File: src/rtl/rf_write_sched_if.sv
// Register-file write-port bundle: core writeback, aux requester and the
// single write port toward Register_File.
interface rf_write_sched_if #(
  parameter int unsigned XLEN = 32
);
  logic            clr_req;
  logic            wb_en;
  logic [4:0]      wb_sel;
  logic [XLEN-1:0] wb_dat;
  logic            aux_valid;
  logic [4:0]      aux_sel;
  logic [XLEN-1:0] aux_dat;
  logic            aux_ready;
  logic [4:0]      RDSel;
  logic [XLEN-1:0] RDDat;
  logic            wen;
  logic            core_stall;
  logic            init_busy;

  modport master (
    output clr_req, wb_en, wb_sel, wb_dat, aux_valid, aux_sel, aux_dat,
    input  aux_ready, RDSel, RDDat, wen, core_stall, init_busy
  );

  modport slave (
    input  clr_req, wb_en, wb_sel, wb_dat, aux_valid, aux_sel, aux_dat,
    output aux_ready, RDSel, RDDat, wen, core_stall, init_busy
  );
endinterface

File: src/rtl/rf_write_sched.sv
// Register-file write-port scheduler: post-reset clear of x1..x31, then
// core-priority arbitration with an aux requester and starvation relief.
module rf_write_sched #(
  parameter int unsigned XLEN       = 32,
  parameter int unsigned NREG       = 32,
  parameter int unsigned STARVE_LIM = 4
) (
  input logic             Clk,
  input logic             Rst,
  rf_write_sched_if.slave bus
);
  localparam int unsigned SelW = 5;
  localparam int unsigned StW  = $clog2(STARVE_LIM + 1);
  localparam logic [SelW-1:0] LastIdx   = SelW'(NREG - 1);
  localparam logic [StW-1:0]  StarveMax = StW'(STARVE_LIM);

  typedef enum logic [0:0] {StInit, StRun} state_e;

  state_e            state_q;
  logic [SelW-1:0]   idx_q;
  logic [StW-1:0]    starve_q;

  logic core_grant;
  logic aux_grant;
  logic forced;

  always_comb begin
    core_grant = 1'b0;
    aux_grant  = 1'b0;
    forced     = 1'b0;
    if (state_q == StRun && !bus.clr_req) begin
      if (starve_q == StarveMax && bus.aux_valid) begin
        aux_grant = 1'b1;
        forced    = 1'b1;
      end else if (bus.wb_en && bus.wb_sel != '0) begin
        core_grant = 1'b1;
      end else if (bus.aux_valid) begin
        aux_grant = 1'b1;
      end
    end
  end

  // Rst gates the outputs directly so they take reset values the moment it falls.
  always_comb begin
    bus.wen        = 1'b0;
    bus.RDSel      = '0;
    bus.RDDat      = '0;
    bus.aux_ready  = 1'b0;
    bus.core_stall = 1'b0;
    bus.init_busy  = 1'b0;
    if (!Rst) begin
      bus.core_stall = 1'b1;
      bus.init_busy  = 1'b1;
    end else if (state_q == StInit) begin
      bus.wen        = 1'b1;
      bus.RDSel      = idx_q;
      bus.core_stall = 1'b1;
      bus.init_busy  = 1'b1;
    end else begin
      bus.core_stall = forced;
      if (core_grant) begin
        bus.wen   = 1'b1;
        bus.RDSel = bus.wb_sel;
        bus.RDDat = bus.wb_dat;
      end else if (aux_grant) begin
        bus.aux_ready = 1'b1;
        // Aux writes to x0 are acknowledged but dropped.
        if (bus.aux_sel != '0) begin
          bus.wen   = 1'b1;
          bus.RDSel = bus.aux_sel;
          bus.RDDat = bus.aux_dat;
        end
      end
    end
  end

  always_ff @(posedge Clk or negedge Rst) begin
    if (!Rst) begin
      state_q  <= StInit;
      idx_q    <= SelW'(1);
      starve_q <= '0;
    end else begin
      case (state_q)
        StInit: begin
          starve_q <= '0;
          if (bus.clr_req) begin
            idx_q <= SelW'(1);
          end else if (idx_q == LastIdx) begin
            state_q <= StRun;
            idx_q   <= SelW'(1);
          end else begin
            idx_q <= idx_q + SelW'(1);
          end
        end
        StRun: begin
          if (bus.clr_req) begin
            state_q  <= StInit;
            idx_q    <= SelW'(1);
            starve_q <= '0;
          end else if (bus.aux_valid && !aux_grant) begin
            if (starve_q != StarveMax) starve_q <= starve_q + StW'(1);
          end else begin
            starve_q <= '0;
          end
        end
        default: state_q <= StInit;
      endcase
    end
  end
endmodule

File: src/flat_wrapper.sv
// flat-port wrapper written by rule: the top's interface ports become plain ports
module rf_write_sched_flat 
#(
  parameter int unsigned XLEN       = 32,
  parameter int unsigned NREG       = 32,
  parameter int unsigned STARVE_LIM = 4
)
  (Clk, Rst, bus_clr_req, bus_wb_en, bus_wb_sel, bus_wb_dat, bus_aux_valid, bus_aux_sel, bus_aux_dat, bus_aux_ready, bus_RDSel, bus_RDDat, bus_wen, bus_core_stall, bus_init_busy);
  rf_write_sched_if #(.XLEN(XLEN)) bus_i ();
  input logic Clk;
  input logic Rst;
  input wire logic [$bits(bus_i.clr_req)-1:0] bus_clr_req;
  input wire logic [$bits(bus_i.wb_en)-1:0] bus_wb_en;
  input wire logic [$bits(bus_i.wb_sel)-1:0] bus_wb_sel;
  input wire logic [$bits(bus_i.wb_dat)-1:0] bus_wb_dat;
  input wire logic [$bits(bus_i.aux_valid)-1:0] bus_aux_valid;
  input wire logic [$bits(bus_i.aux_sel)-1:0] bus_aux_sel;
  input wire logic [$bits(bus_i.aux_dat)-1:0] bus_aux_dat;
  output wire logic [$bits(bus_i.aux_ready)-1:0] bus_aux_ready;
  output wire logic [$bits(bus_i.RDSel)-1:0] bus_RDSel;
  output wire logic [$bits(bus_i.RDDat)-1:0] bus_RDDat;
  output wire logic [$bits(bus_i.wen)-1:0] bus_wen;
  output wire logic [$bits(bus_i.core_stall)-1:0] bus_core_stall;
  output wire logic [$bits(bus_i.init_busy)-1:0] bus_init_busy;
  assign bus_i.clr_req = bus_clr_req;
  assign bus_i.wb_en = bus_wb_en;
  assign bus_i.wb_sel = bus_wb_sel;
  assign bus_i.wb_dat = bus_wb_dat;
  assign bus_i.aux_valid = bus_aux_valid;
  assign bus_i.aux_sel = bus_aux_sel;
  assign bus_i.aux_dat = bus_aux_dat;
  assign bus_aux_ready = bus_i.aux_ready;
  assign bus_RDSel = bus_i.RDSel;
  assign bus_RDDat = bus_i.RDDat;
  assign bus_wen = bus_i.wen;
  assign bus_core_stall = bus_i.core_stall;
  assign bus_init_busy = bus_i.init_busy;
  rf_write_sched #(.XLEN(XLEN), .NREG(NREG), .STARVE_LIM(STARVE_LIM)) u_core (.Clk(Clk), .Rst(Rst), .bus(bus_i));
endmodule
File: config.mk
export PLATFORM = sky130hd
export DESIGN_NAME = rf_write_sched_flat
export DESIGN_NICKNAME = d
export VERILOG_FILES = /design/src/rtl/rf_write_sched_if.sv /design/src/rtl/rf_write_sched.sv /design/src/flat_wrapper.sv
export SDC_FILE = /design/constraint.sdc
export NUM_CORES = 1
export LEC_CHECK = 0
export BUFFER_PORTS_ARGS = -buffer_cell sky130_fd_sc_hd__buf_2
export CORE_MARGIN = 2
export CORE_UTILIZATION = 35
export CTS_BUF_LIST = sky130_fd_sc_hd__clkbuf_8
export DETAILED_ROUTE_END_ITERATION = 12
export PLACE_DENSITY_LB_ADDON = 0.15
export SKIP_CTS_REPAIR_TIMING = 1
export SKIP_LAST_GASP = 1
export SYNTH_ARGS = -nofsm -noshare
export SYNTH_HDL_FRONTEND = slang
export SYNTH_SLANG_ARGS = --single-unit
File: constraint.sdc
create_clock -name Clk -period 2.4 [get_ports Clk]
set_clock_uncertainty 0.2 [all_clocks]
set_input_delay 0.12 -clock Clk [delete_from_list [all_inputs] [get_ports Clk]]
set_output_delay 0.12 -clock Clk [all_outputs]
set_load 0.01 [all_outputs]
Word-level counts from Yosys, hierarchy flattened
Cells that the tools add are included.
{ "classes": {"n_reduce_logical": 8, "addsub": 2, "n_mux": 44, "eq_ne": 5, "bitwise_logic": 1} }
{ "ops": {"columns": ["cell", "n"], "rows": [
  ["2-to-1 mux 32 bit", 5],
  ["2-to-1 mux 5 bit", 8],
  ["2-to-1 mux 1 bit", 25],
  ["one-hot mux 5 bit (2 select lines)", 1],
  ["nonzero test 5 bit", 2],
  ["2-to-1 mux 3 bit", 3],
  ["one-hot mux 3 bit (2 select lines)", 1],
  ["adder 5 x 1 -> 5 bit, second input constant", 1],
  ["equality test 5 bit, second input constant", 1],
  ["logical AND 1 bit", 4],
  ["inequality test 4 bit, second input constant", 1],
  ["adder 3 x 1 -> 3 bit, second input constant", 1],
  ["equality test 3 bit, second input constant", 1],
  ["inequality test 3 bit, second input constant", 1],
  ["logical NOT 1 bit", 2],
  ["inequality test 2 bit, second input constant", 1],
  ["one-hot mux 1 bit (2 select lines)", 1],
  ["NOT 1 bit", 1]
]} }
{ "word_totals": {"wordCells": 63, "output_inout_bits": 41, "ff_bits": 9} }

Depth between registers and ports, before layout
{ "logic_depth": {"word_depth": 10, "mapped_depth": 7, "mapped_depth_nobuf": 6} }

Worst setup path after synthesis
No wires, ideal clock.
{ "synth_timing": {"path_type": "in2out", "from": "input port bus_wb_sel[0]", "to": "output port bus_RDDat[6]", "stages": 5, "path_slack_ns": 0.533, "arrival_time_ns": 1.547, "t_required_ns": 2.080, "cell_sequence": "or4_4 -> o211ai_4 -> nor3b_4 -> buf_6 -> a22o_1"} }
{ "synth_via": {"elab_chain_cells": 9, "word_cells_on_any_way": 12, "cone_classes": "mux: 10; reduce/logical: 2"} }
{ "synth_rtl": {"columns": ["element", "line_no", "source"], "rows": [
  ["start, declared", "flat_wrapper.sv:14", "input wire logic [$bits(bus_i.wb_sel)-1:0] bus_wb_sel;"],
  ["nonzero test 5 bit (*)", "rf_write_sched.sv:35", "end else if (bus.wb_en && bus.wb_sel != '0) begin"],
  ["logical AND 1 bit (*)", "rf_write_sched.sv:35", null],
  ["2-to-1 mux 1 bit", "rf_write_sched.sv:35", null],
  ["2-to-1 mux 1 bit", "rf_write_sched.sv:32", "if (starve_q == StarveMax && bus.aux_valid) begin"],
  ["2-to-1 mux 1 bit", "rf_write_sched.sv:31", "if (state_q == StRun && !bus.clr_req) begin"],
  ["2-to-1 mux 32 bit", "rf_write_sched.sv:65", "end else if (aux_grant) begin"],
  ["2-to-1 mux 32 bit (*)", "rf_write_sched.sv:61", "if (core_grant) begin"],
  ["2-to-1 mux 32 bit (*)", "rf_write_sched.sv:54", "end else if (state_q == StInit) begin"],
  ["2-to-1 mux 32 bit (*)", "rf_write_sched.sv:51", "if (!Rst) begin"],
  ["end, declared", "flat_wrapper.sv:21", "output wire logic [$bits(bus_i.RDDat)-1:0] bus_RDDat;"]
]} }
Every way passes the cells marked *; elsewhere a longest branch is shown, timed or not.

Worst setup path after layout
{ "layout_timing": {"from": "input port bus_clr_req", "to": "output port bus_RDDat[30]"} }
{ "layout_via": {"elab_chain_cells": 7, "word_cells_on_any_way": 8, "cone_classes": "mux: 6; reduce/logical: 2"} }
{ "layout_rtl": {"columns": ["element", "line_no", "source"], "rows": [
  ["start, declared", "flat_wrapper.sv:12", "input wire logic [$bits(bus_i.clr_req)-1:0] bus_clr_req;"],
  ["logical NOT 1 bit (*)", "rf_write_sched.sv:31", null],
  ["logical AND 1 bit (*)", "rf_write_sched.sv:31", null],
  ["2-to-1 mux 1 bit", "rf_write_sched.sv:31", null],
  ["2-to-1 mux 32 bit", "rf_write_sched.sv:65", null],
  ["2-to-1 mux 32 bit (*)", "rf_write_sched.sv:61", null],
  ["2-to-1 mux 32 bit (*)", "rf_write_sched.sv:54", null],
  ["2-to-1 mux 32 bit (*)", "rf_write_sched.sv:51", null]
]} }
Marked as above.

==> metrics.md <==
| Metric | Value |
|---|---|
| Outcome | `finished, violations left` |
| Failing checks | `design-rule violations` |
| Ys flop type | `dfrtp_1` |
| Maximum fanout along the worst path | `16` |
| Drt total wl | `just over 4000 um` |
| First-pass GRT wire length | `5890 um` |
| Final setup violation count | `0` |
| Num CTS Buffers | `3` |
| Syn-to-layout area delta | `68.5%` |
| Clock tree from TritonCTS | `done` |
| Clock buffer depth | `2` |
| Num rows | `19` |
| Post-DP HPWL | `3230 um` |
| Via-to-Cell Ratio | `5.27` |
| Syn avg cell area | `8.71 sq um` |
| WHS Path Cells | `3` |
| Max Freq | `0.434 GHz` |
| WS Path Type | `in2out` |
| Simple-gate share of the synthesized area | `18.8%` |
| I/O pins | `120` |
| Worst-Margin Slew | `574 ps` |
| RD Place Congestion | `0.802` |
| Most common cell in the synthesized netlist | `a22o_2` |
| Unrepaired setup endpoints after global routing | `false` |
| CORE AREA | `2810 sq um` |
| DR WL/cell | `14.9 um` |
| Critical Path End Type | `output port` |
| Input/output buffers | `~120` |
| Largest net degree at the start of global routing | `33` |
| Gr ovfl total | `0` |
| Post-synth top cells | `a22o_2, nor2_1, dfrtp_1` |
| R2R depth | `6` |
| R2r setup slk | `540 ps` |
| Worst hold path class | `in2reg` |
| Cell area after synthesis | `1040 sq um` |
| Clock latency on the worst-skew pair | `240 ps` |
| Tcrit/Tclk final | `96.1%` |
| Critical path arrival | `1990 ps` |
| Synth top area share | `27.8%` |
| Post-synth cell types | `32` |
| Starting DRT DRC Count | `133` |
| Synth top area cells | `a22o_2, dfrtp_1, ha_1` |
| #FFs+latches synth | `9` |
| Syn Inst Count | `120` |
| PwrDens | `around 270 nW/um^2` |
| Crit path time final | `2310 ps` |
| Pwr Total | `0.474 mW` |
| Adder-Cell Fraction of Synth Area | `4.79%` |
| Fin. Hold Viols | `0` |
| Capturing point of the worst reg2reg path | `u_core.idx_q[0]` |
| CP startpoint kind | `primary input` |
| Post-synthesis net count | `just over 200` |
| DRC violations left | `9` |
| DIE AREA | `3440 sq um` |
| Non-Filler Instances | `about 270` |
| Max cap viols | `0` |
| Largest family of logic cells by synthesized area | `compound AO/OA/AOI/OAI gates` |
| Worst flop-to-flop path startpoint | `u_core.idx_q[1]` |
| Mux cell area share after synthesis | `under 10%` |
| Cell taking the most area after synthesis | `a22o_2` |
| Share of layout cells above drive strength 1 | `68.2%` |
| DR pass1 iterations | `10` |
| Hold Path Origin | `bus_aux_valid` |
| Initial antenna violation count | `0` |
| Final Max Tran Viols | `0` |
| Hold Path Sink | `u_core.starve_q[1]` |
| Rel. slew slack | `between 60% and 70%` |
| Clock sink count | `9` |
| Reg clk slew, reported paths | `50 ps` |
| Compound-Gate Fraction of Synth Area | `43.8%` |
| Static leakage | `0.976 nW` |
| Via count of the routed design | `1,438` |
| Yosys warnings | `0` |
| All-Layer GR Usage | `22.0%` |
| Placed cell count | `between 200 and 300` |
| Synth Area in XOR/XNOR | `less than 1%` |
| Vias in the first global route | `1,251` |
| Number of routed nets with antenna violations | `0` |
| WP data required | `approximately 2100 ps` |
| Root Driver | `clkbuf_8` |
| Post-synthesis sequential area ratio | `roughly 22%` |
| Asr flop ratio synth | `100%` |
| Post-synth EDFFs | `0` |
| Peak supply drop | `0.263 mV` |
| H-tree depth | `1` |
| Final #Nets | `326` |
| Fill cells | `roughly 260` |
| Die Ht | `58.6 um` |
| Die Wd | `58.6 um` |
| # diodes | `0` |
| Starting Density | `37.2%` |
## power breakdown
| group | total (mW) | switching, mW | internal (mW) |
|---|---|---|---|
| sequential | 0.168 | 0.00845 | 0.159 |
| combinational | 0.130 | 0.0572 | 0.0727 |
| clock | 0.176 | 0.0644 | 0.112 |
## area by class of cell
class	instances	area (sq um)	area share, %
Clock buffer	3	41.3	2.35
Clock inverter	1	3.75	0.213
Inverter	4	15.0	0.853
Tap cell	31	38.8	2.20
Timing Repair Buffer	127	673	38.2
Multi-Input combinational cell	98	762	43.3
Sequential cell	9	226	12.9
## state kept, by name, indices dropped and copies added, names as in the netlist
signal	cells
u_core.state_q	1
u_core.starve_q	3
u_core.idx_q	5
## metal layers
| metal | GRT usage, % | routed length [um] | vias to the layer above |
|---|---|---|---|
| met5 | 0 | 0 | - |
| met2 | 36.6 | 1870 | 65 |
| met4 | 5.52 | 37 | 0 |
| li1 | - | - | 718 |
| met3 | 4.40 | 371 | 6 |
| met1 | 29.4 | 1790 | 649 |
## worst max path at each step
stage / startpoint / end / slack (ps)
after global routing: bus_clr_req / bus_RDDat[30] / 20
after floorplan: bus_wb_sel[0] / bus_RDDat[6] / 530
after global placement: u_core.starve_q[0] / bus_RDDat[30] / -90
final: bus_clr_req / bus_RDDat[30] / 90
after CTS: u_core.starve_q[0] / bus_RDDat[30] / -370
after detailed placement: u_core.starve_q[0] / bus_RDDat[30] / -80
## layout by cell type (no fill, tap or decap), types with 2 or more instances in the layout
master / synthesis / layout
dfrtp_1: 8 / 8
ha_1: 4 / 4
a22o_2: 29 / 29
mux2i_1: 3 / 3
clkbuf_8: 0 / 3
inv_1: 4 / 5
nand3_1: 7 / 7
nor2_1: 11 / 10
nor2_4: 0 / 2
buf_4: 0 / 5
o21ai_0: 6 / 6
nand2_1: 7 / 7
a31oi_1: 6 / 6
buf_2: 0 / 119
a22o_1: 3 / 3
a21oi_1: 2 / 2
nor2b_1: 3 / 3
dlygate4sd3_1: 0 / 2
## worst max-delay path: stages
cell	delay [ps]
dlygate4sd3_1	530
buf_2	170
nor2b_1	150
o211ai_1	250
nor2_4	400
a22o_2	230
buf_2	130
## stage by stage
step	hold WS (ps)	setup TNS, ps	setup slack, ps	cell area (sq um)	utilization, %
floorplan	-376	0	533	1040	-
global placement	-128	-1560	-86.0	1680	59.9
detailed placement	-122	-1560	-80.5	1680	59.9
CTS	-371	-10660	-370	1720	61.5
global route	80.1	0	24.9	1760	62.8
finish	45.0	0	94.7	1760	62.8
## kinds of logic (layout without fill, tap and decap cells)
family                     after synthesis  after routing
and+or+nand+nor                         37             38
DFF                                      9              9
adders and majority gates                4              4
AOI/OAI and AO/OA                       52             52
buffers and inverters                   14            135
xor gates and xnor gates                 1              1
muxes                                    3              3
Power figures use the tool's default switching activity.
